`src/rtl/mips_mc_sequencer.sv`:
```
// Multi-cycle MIPS control sequencer: steps a shared ALU and unified memory port
// through fetch/decode/execute/memory/writeback with Moore-style control outputs.
module mips_mc_sequencer (
  input  logic        clk,
  input  logic        rst_n,
  input  logic [31:0] inst,
  input  logic        zero,
  input  logic        mem_ready,
  input  logic        syscall_ack,
  output logic        mem_req,
  output logic        mem_we,
  output logic        iord,
  output logic        ir_write,
  output logic        pc_write,
  output logic [1:0]  pc_src,
  output logic        alu_src_a,
  output logic [1:0]  alu_src_b,
  output logic [2:0]  alu_op,
  output logic        reg_write,
  output logic [1:0]  reg_dst,
  output logic [1:0]  mem_to_reg,
  output logic        syscall_req,
  output logic        retire,
  output logic        halted,
  output logic [3:0]  state
);

  localparam logic [3:0] RESET   = 4'd0;
  localparam logic [3:0] FETCH   = 4'd1;
  localparam logic [3:0] DECODE  = 4'd2;
  localparam logic [3:0] EXEC_R  = 4'd3;
  localparam logic [3:0] EXEC_I  = 4'd4;
  localparam logic [3:0] ADDR    = 4'd5;
  localparam logic [3:0] MEM_RD  = 4'd6;
  localparam logic [3:0] MEM_WR  = 4'd7;
  localparam logic [3:0] WB_R    = 4'd8;
  localparam logic [3:0] WB_I    = 4'd9;
  localparam logic [3:0] WB_MEM  = 4'd10;
  localparam logic [3:0] BRANCH  = 4'd11;
  localparam logic [3:0] JUMP    = 4'd12;
  localparam logic [3:0] JREG    = 4'd13;
  localparam logic [3:0] SYSCALL = 4'd14;
  localparam logic [3:0] HALT    = 4'd15;

  localparam logic [5:0] OP_SPECIAL = 6'h00;
  localparam logic [5:0] OP_J       = 6'h02;
  localparam logic [5:0] OP_JAL     = 6'h03;
  localparam logic [5:0] OP_BEQ     = 6'h04;
  localparam logic [5:0] OP_BNE     = 6'h05;
  localparam logic [5:0] OP_ADDI    = 6'h08;
  localparam logic [5:0] OP_ADDIU   = 6'h09;
  localparam logic [5:0] OP_ORI     = 6'h0D;
  localparam logic [5:0] OP_LUI     = 6'h0F;
  localparam logic [5:0] OP_LW      = 6'h23;
  localparam logic [5:0] OP_SW      = 6'h2B;

  localparam logic [5:0] FN_NOP     = 6'h00;
  localparam logic [5:0] FN_JR      = 6'h08;
  localparam logic [5:0] FN_SYSCALL = 6'h0C;
  localparam logic [5:0] FN_ADD     = 6'h20;
  localparam logic [5:0] FN_SUB     = 6'h22;
  localparam logic [5:0] FN_AND     = 6'h24;
  localparam logic [5:0] FN_OR      = 6'h25;
  localparam logic [5:0] FN_SLT     = 6'h2A;

  logic [5:0] opcode;
  logic [5:0] funct;
  logic       unusedInstBits;
  logic [3:0] decodeTarget;
  logic [3:0] nextState;

  assign opcode         = inst[31:26];
  assign funct          = inst[5:0];
  assign unusedInstBits = ^inst[25:6];

  always_comb begin
    decodeTarget = HALT;
    case (opcode)
      OP_SPECIAL: begin
        case (funct)
          FN_ADD, FN_SUB, FN_AND, FN_OR, FN_SLT: decodeTarget = EXEC_R;
          FN_NOP:                                decodeTarget = FETCH;
          FN_JR:                                 decodeTarget = JREG;
          FN_SYSCALL:                            decodeTarget = SYSCALL;
          default:                               decodeTarget = HALT;
        endcase
      end
      OP_ADDI, OP_ADDIU, OP_ORI, OP_LUI: decodeTarget = EXEC_I;
      OP_LW, OP_SW:                      decodeTarget = ADDR;
      OP_BEQ, OP_BNE:                    decodeTarget = BRANCH;
      OP_J, OP_JAL:                      decodeTarget = JUMP;
      default:                           decodeTarget = HALT;
    endcase
  end

  always_comb begin
    nextState = state;
    case (state)
      RESET:   nextState = FETCH;
      FETCH:   nextState = mem_ready ? DECODE : FETCH;
      DECODE:  nextState = decodeTarget;
      EXEC_R:  nextState = WB_R;
      EXEC_I:  nextState = WB_I;
      ADDR:    nextState = (opcode == OP_LW) ? MEM_RD : MEM_WR;
      MEM_RD:  nextState = mem_ready ? WB_MEM : MEM_RD;
      MEM_WR:  nextState = mem_ready ? FETCH : MEM_WR;
      WB_R, WB_I, WB_MEM, BRANCH, JUMP, JREG: nextState = FETCH;
      SYSCALL: nextState = syscall_ack ? FETCH : SYSCALL;
      HALT:    nextState = HALT;
      default: nextState = HALT;
    endcase
  end

  always_ff @(posedge clk or negedge rst_n) begin
    if (!rst_n) state <= RESET;
    else        state <= nextState;
  end

  // Outputs decode from state alone, except the handshake cycles that also see ready/ack/zero.
  always_comb begin
    mem_req     = 1'b0;
    mem_we      = 1'b0;
    iord        = 1'b0;
    ir_write    = 1'b0;
    pc_write    = 1'b0;
    pc_src      = 2'b00;
    alu_src_a   = 1'b0;
    alu_src_b   = 2'b00;
    alu_op      = 3'b000;
    reg_write   = 1'b0;
    reg_dst     = 2'b00;
    mem_to_reg  = 2'b00;
    syscall_req = 1'b0;
    retire      = 1'b0;
    halted      = 1'b0;
    case (state)
      FETCH: begin
        mem_req   = 1'b1;
        alu_src_b = 2'b01;
        alu_op    = 3'b010;
        ir_write  = mem_ready;
        pc_write  = mem_ready;
      end
      DECODE: begin
        alu_src_b = 2'b11;
        alu_op    = 3'b010;
        retire    = (decodeTarget == FETCH);
      end
      EXEC_R: begin
        alu_src_a = 1'b1;
        case (funct)
          FN_SUB:  alu_op = 3'b110;
          FN_AND:  alu_op = 3'b000;
          FN_OR:   alu_op = 3'b001;
          FN_SLT:  alu_op = 3'b111;
          default: alu_op = 3'b010;
        endcase
      end
      WB_R: begin
        reg_write = 1'b1;
        reg_dst   = 2'b01;
        retire    = 1'b1;
      end
      EXEC_I: begin
        alu_src_a = 1'b1;
        alu_src_b = 2'b10;
        case (opcode)
          OP_ORI:  alu_op = 3'b001;
          OP_LUI:  alu_op = 3'b011;
          default: alu_op = 3'b010;
        endcase
      end
      WB_I: begin
        reg_write = 1'b1;
        retire    = 1'b1;
      end
      ADDR: begin
        alu_src_a = 1'b1;
        alu_src_b = 2'b10;
        alu_op    = 3'b010;
      end
      MEM_RD: begin
        mem_req = 1'b1;
        iord    = 1'b1;
      end
      MEM_WR: begin
        mem_req = 1'b1;
        mem_we  = 1'b1;
        iord    = 1'b1;
        retire  = mem_ready;
      end
      WB_MEM: begin
        reg_write  = 1'b1;
        mem_to_reg = 2'b01;
        retire     = 1'b1;
      end
      BRANCH: begin
        alu_src_a = 1'b1;
        alu_op    = 3'b110;
        pc_src    = 2'b01;
        retire    = 1'b1;
        pc_write  = ((opcode == OP_BEQ) && zero) || ((opcode == OP_BNE) && !zero);
      end
      JUMP: begin
        pc_write = 1'b1;
        pc_src   = 2'b10;
        retire   = 1'b1;
        if (opcode == OP_JAL) begin
          reg_write  = 1'b1;
          reg_dst    = 2'b10;
          mem_to_reg = 2'b10;
        end
      end
      JREG: begin
        pc_write = 1'b1;
        pc_src   = 2'b11;
        retire   = 1'b1;
      end
      SYSCALL: begin
        syscall_req = 1'b1;
        retire      = syscall_ack;
      end
      HALT:    halted = 1'b1;
      default: ;
    endcase
  end

endmodule
```
`config.mk`:
```
export PLATFORM = sky130hd
export DESIGN_NAME = mips_mc_sequencer
export DESIGN_NICKNAME = d
export VERILOG_FILES = /design/src/rtl/mips_mc_sequencer.sv
export SDC_FILE = /design/constraint.sdc
export NUM_CORES = 1
export LEC_CHECK = 0
export BUFFER_PORTS_ARGS = -buffer_cell sky130_fd_sc_hd__buf_4
export CORE_AREA = 2 2 49 51
export DETAILED_ROUTE_END_ITERATION = 8
export DIE_AREA = 0 0 51 53
export GPL_TIMING_DRIVEN = 1
export PLACE_DENSITY = 0.76
export SLEW_MARGIN = 20
export SYNTH_ARGS = -nofsm -noshare
export SYNTH_HDL_FRONTEND = slang
export SYNTH_SLANG_ARGS = --single-unit
```
`constraint.sdc`:
```
create_clock -name clk -period 2 [get_ports clk]
set_clock_uncertainty 0.2 [all_clocks]
set_input_delay 0 -clock clk [delete_from_list [all_inputs] [get_ports clk]]
set_output_delay 0 -clock clk [all_outputs]
set_load 0.1 [all_outputs]
```
# ---- After elaboration in Yosys (flattened, before gate mapping)
# Cells that the tools add are included.
dict set report word_totals {
  regBits 4
  output_inout_bits 25
  inputBits 37
}
dict set report classes {
  mux 27
  eq_ne 33
  n_reduce_logical 21
}
# cell n
set ops {}
lappend ops {{6-bit == test (second input constant)} 7}
lappend ops {{4-bit one-hot mux with 10 select lines} 1}
lappend ops {{6-bit by 4-bit == test with 1-bit output (second input constant)} 6}
lappend ops {{4-bit == test (second input constant)} 8}
lappend ops {{3-bit one-hot mux with 4 select lines} 2}
lappend ops {{4-bit one-hot mux with 5 select lines} 1}
lappend ops {{4-bit by 3-bit == test with 1-bit output (second input constant)} 4}
lappend ops {{4-bit one-hot mux with 4 select lines} 1}
lappend ops {{6-bit by 2-bit == test with 1-bit output (second input constant)} 2}
lappend ops {{6-bit by 3-bit == test with 1-bit output (second input constant)} 2}
lappend ops {{6-bit logical NOT} 2}
lappend ops {{2-bit one-hot mux with 2 select lines} 3}
lappend ops {{2-bit one-hot mux with 3 select lines} 2}
lappend ops {{2-bit OR reduction} 6}
lappend ops {{1-bit two-way mux} 9}
lappend ops {{3-bit OR reduction} 3}
lappend ops {{4-bit by 1-bit == test with 1-bit output (second input constant)} 2}
lappend ops {{4-bit by 2-bit == test with 1-bit output (second input constant)} 2}
lappend ops {{4-bit two-way mux} 2}
lappend ops {{4-bit OR reduction} 2}
lappend ops {{7-bit OR reduction} 1}
lappend ops {{6-bit OR reduction} 1}
lappend ops {{5-bit OR reduction} 1}
lappend ops {{4-bit logical NOT} 1}
lappend ops {{8 further kinds} 10}

# ---- Depth between registers and ports, before layout
dict set report logic_depth {
  word_depth 6
  depth_mapped 6
  depth_no_buf 5
}

# ---- Worst setup path before layout
# OpenSTA, ideal clock, no wires.
dict set report synth_path {
  path_type {flip-flop to output port}
  from {register state[0]}
  to {output port pc_write}
  arrival_time_ps 3854
  t_required_ps 1800
  stages_incl_launch_ff 6
  slack_ps -2054
  path_cell_list {dfrtp_1 > clkbuf_1 > nand2_1 > nor2_1 > nand3_1 > o31ai_1}
}
dict set report synth_via {
  elab_chain_cells 3
}
# element line_no
set synth_lines {}
lappend synth_lines {{from (decl)} 25} ;# output logic [3:0] state
lappend synth_lines {{from (signal assigned)} 116} ;# else state <= nextState;
lappend synth_lines {{4-bit == test} 136} ;# case (state)
lappend synth_lines {{2-bit OR reduction (no source line)} --}
lappend synth_lines {{1-bit one-hot mux with 3 select lines (*)} 136}
lappend synth_lines {{to (decl)} 14} ;# output logic pc_write,
# Mark *: on every way between the ends. The rest lies on a longest branch, timed or not.

# ---- Worst setup path in the final report
dict set report layout_path {
  from {register state[0]}
  to {output port alu_op[1]}
}
dict set report layout_via {
  elab_chain_cells 3
}
# element line_no
set layout_lines {}
lappend layout_lines {{4-bit by 2-bit == test with 1-bit output (tied with other cells)} 136}
lappend layout_lines {{3-bit OR reduction (no source line)} --}
lappend layout_lines {{3-bit one-hot mux with 4 select lines (*)} 136}
lappend layout_lines {{to (decl)} 18} ;# output logic [2:0] alu_op,
# Marks and branches as above.

==> impl_results.md <==
* CTS Root Cell: clkbuf_4
* Core area at 2148 um^2
* Routed length per instance at roughly 14 um
* Post-Synth Adder-Cell Area at 0%
* Outcome: finished, final reports clean
* WHS Path Cells at 3
* Post-Synth XOR/XNOR Area at about 2.2%
* Data arrival, critical path at 1.76 ns
* Crit. End Element: output port
* CP cell instances: buf_4 > or2_2 > o22ai_2 > o2bb2ai_4 > buf_4
* Worst path required time at roughly 1.8 ns
* Biggest register: state
* Synth area leader: dfrtp_1
* Worst setup margin at 0.03753 ns
* Mean post-synth cell area at 6.236 um^2
* Async SR Flop Fraction at 100.0%
* Aggregate global routing overflow at 0
* Layout net count at 218
* Routed wl met2 at 1.488 mm
* Fin. max-slew vios at 0
* Vias in the first global route at 1036
* Slew headroom at 76.52%
* CP Depth at 5
* Pleak at 0.0006118 uW
* Router iterations before antenna repair at 4
* Top-area cell type share of the netlist area at between 10% and 20%
* Largest regs: state: 4 flops
* Via count at approximately 1200
* Min-delay worst type: in2reg
* Fraction of layout cells with a size suffix above 1 at 54.19%
* Top cell by count, worst path: buf_4
* Mux share of post-synthesis cell area at 1.254%
* CTS sink cnt at 4
* Syn_nets at 165
* Final Hold Fails at 0
* Synth Cell Area at ~800 um^2
* Worst skew pair latency at around 0.23 ns
* Max Used Layer: met4
* Distinct cell type count after synthesis at 38
* Max-cap violations at 0
* Worst slack at placement at around 0.074 ns
* Post-synthesis cell count at around 130
* CTS tree: yes
* Antenna violations before repair at 0
* Worst vdd ir at 0.001195 V
* Number of flops mapped to enable cells by yosys at 0
* Final setup violation count at 0
* Critical path buffer and inverter count at 2
* Peak Freq at 509.6 MHz
* DRT met1 WL at 1.205 mm
* Die width at 51 um
* ANT nets after route at 0
* GPL Wtd Cong at about 0.84
* Num CTS Buffers at 3
* Initial Utilization at a little under two fifths
* Via density at 5.696
* Largest stage delay, worst path at roughly 0.53 ns
* # DRC at 0
* I/O Buffers at 41
* IO Pins at 62
* Post-Synth Simple-Gate Area at 42.32%
* First-pass GRT wire length at about 4.5 mm
* Crit Reg-Reg Startpoint: state[1]
* Met3 WL at 197 um
* Setup crit start kind: register
* Post-synthesis sequential area ratio at 12.54%
* Largest cells by area after synthesis: dfrtp_1, nor2_1, a21oi_1
* Total wire length at 2.915 mm
* Share of the clock period used by the worst path at 98.12%
* Tmin final at 1.962 ns
* Largest family of logic cells by synthesized area: simple AND/OR/NAND/NOR gates
* Yosys warnings at 0
* Largest delay contributor family on the critical path: flip-flops
* Clk pin slew, worst setup/hold paths at ~0.03 ns
* R2r worst-path depth at 6
* GRT Util Overall at 21.57%
* Flops & latches, synth at 4
* Worst slew pin tran at about 0.35 ns
* Starting DRT DRC Count at 36
* Power Dens Cells at 1801 nW/um^2
* Hold_sp: inst[27]
* Die Span Y at between 50 and 60 um
* Synth Area in Compound Gates at 34.17%
* Ys flop type: dfrtp_1
* Layout fillers at 164
* Worst Path Class, Setup: reg2out
* HPWL Detailed at 2.121 mm
* Worst Setup SP: state[0]
* Full die area at between 2000 and 3000 um^2
* Max FO, Critical Path at 12
* Layout area overhead at 84.33%
* ANT cells at 0
* H-Tree Depth at 1
* Row cnt at 17
* Max FFs per register at 4
* Slowest cell on crit path: dfrtp_4
* Largest net degree at the start of global routing at 20
* Final TNS setup at 0 ns
* Clock tree buffer depth at 2
[metal layers]
metal | GRT usage (%) | vias to the layer above
li1 | - | 568
met1 | 26.37 | 550
met2 | 38.53 | 57
met3 | 2.542 | 4
met4 | 8.108 | 0
met5 | 0 | -
[what timing repair did]
action | in CTS | in global routing
buffers inserted | 0 | 8
hold buffers | 3 | 0
endpoints found under the setup margin | 1 | 5
hold endpoints to repair | 5 | 0
pin swaps | 0 | 1
gates resized for setup | 2 | 7
[metrics by stage]
stage	util, %	power [uW]	cells	hold slack (ns)	instance area [um^2]
finish	68.49	2651	207	0.03528	1471
global route	68.49	2763	207	0.06770	1471
detailed placement	61.33	2370	193	-0.4043	1318
CTS	64.18	2489	199	0.01739	1379
floorplan	-	2038	128	-0.4956	1015
global placement	61.33	2359	193	-0.4048	1318
[final timing paths]
check | to | slack (ns)
min in group asynchronous | state[1] | 0.48
max in group asynchronous | state[3] | 0.92
hold reg to reg | state[3] | 0.64
setup reg to reg | state[0] | 0.22
setup / recovery | alu_op[1] | 0.04
hold / removal | state[3] | 0.04
[placed cells by master (no fill, tap or decap), drive strengths merged]
| master | count |
|---|---|
| and3 | 2 |
| a21boi | 2 |
| nand3 | 5 |
| a41oi | 1 |
| a32oi | 2 |
| or4 | 1 |
| mux2i | 1 |
| xor2 | 2 |
| o31a | 1 |
| or2 | 1 |
| a21oi | 10 |
| dlygate4sd3 | 3 |
| o41ai | 1 |
| a22oi | 1 |
| dfrtp | 4 |
| a41o | 1 |
| nor2b | 5 |
| or3 | 2 |
| o31ai | 1 |
| a31oi | 1 |
| a32o | 1 |
| a221oi | 1 |
| o2bb2ai | 1 |
| nand2b | 5 |
| nor2 | 21 |
| nor3b | 2 |
| o21a | 2 |
| o21ai | 7 |
| nand2 | 12 |
| nand4 | 2 |
| inv | 5 |
| o41a | 1 |
| o21ba | 1 |
| nor3 | 10 |
| clkbuf | 3 |
| o22ai | 4 |
| buf | 54 |
[cell usage after synthesis (2+ instances only)]
| cell | count |
|---|---|
| a32oi_1 | 2 |
| nand2_1 | 12 |
| and3_1 | 2 |
| nor3_1 | 10 |
| nand4_1 | 2 |
| a21oi_1 | 10 |
| o21ai_0 | 7 |
| o21a_1 | 2 |
| clkbuf_1 | 6 |
| nand3_1 | 5 |
| o22ai_1 | 4 |
| inv_1 | 5 |
| nand2b_1 | 5 |
| a21boi_0 | 2 |
| xor2_1 | 2 |
| dfrtp_1 | 4 |
| nor2b_1 | 5 |
| buf_1 | 2 |
| nor2_1 | 21 |
| nor3b_1 | 2 |
[logic make-up (layout without fill, tap and decap cells)]
kind of cell    after synthesis  in the layout
xor+xnor                      2              2
buf+inv                      14             65
compound gates               39             39
flops                         4              4
simple gates                 68             68
mux                           1              1
[final cells by class]
class | count | area [um^2] | share of cell area [%]
multi-input combinational | 110 | 824.5 | 56.04
sequential | 4 | 115.1 | 7.823
timing repair buffer | 57 | 455.4 | 30.95
tap | 28 | 35.03 | 2.381
clock buffer | 3 | 22.52 | 1.531
inverter | 5 | 18.77 | 1.276
[power breakdown]
part	switching (uW)	internal (uW)
combinational	1610	666
sequential	148	135
clock	28.8	66.8
[worst register-to-register path, delay by kind of cell (launching register included)]
kind,cells,cell delay [ns]
AO/OA/AOI/OAI,2,0.30
flip-flops,1,0.55
AND/OR/NAND/NOR,2,0.30
buffers and inverters,2,0.30
Note: power is estimated with default switching activity, not from simulation.
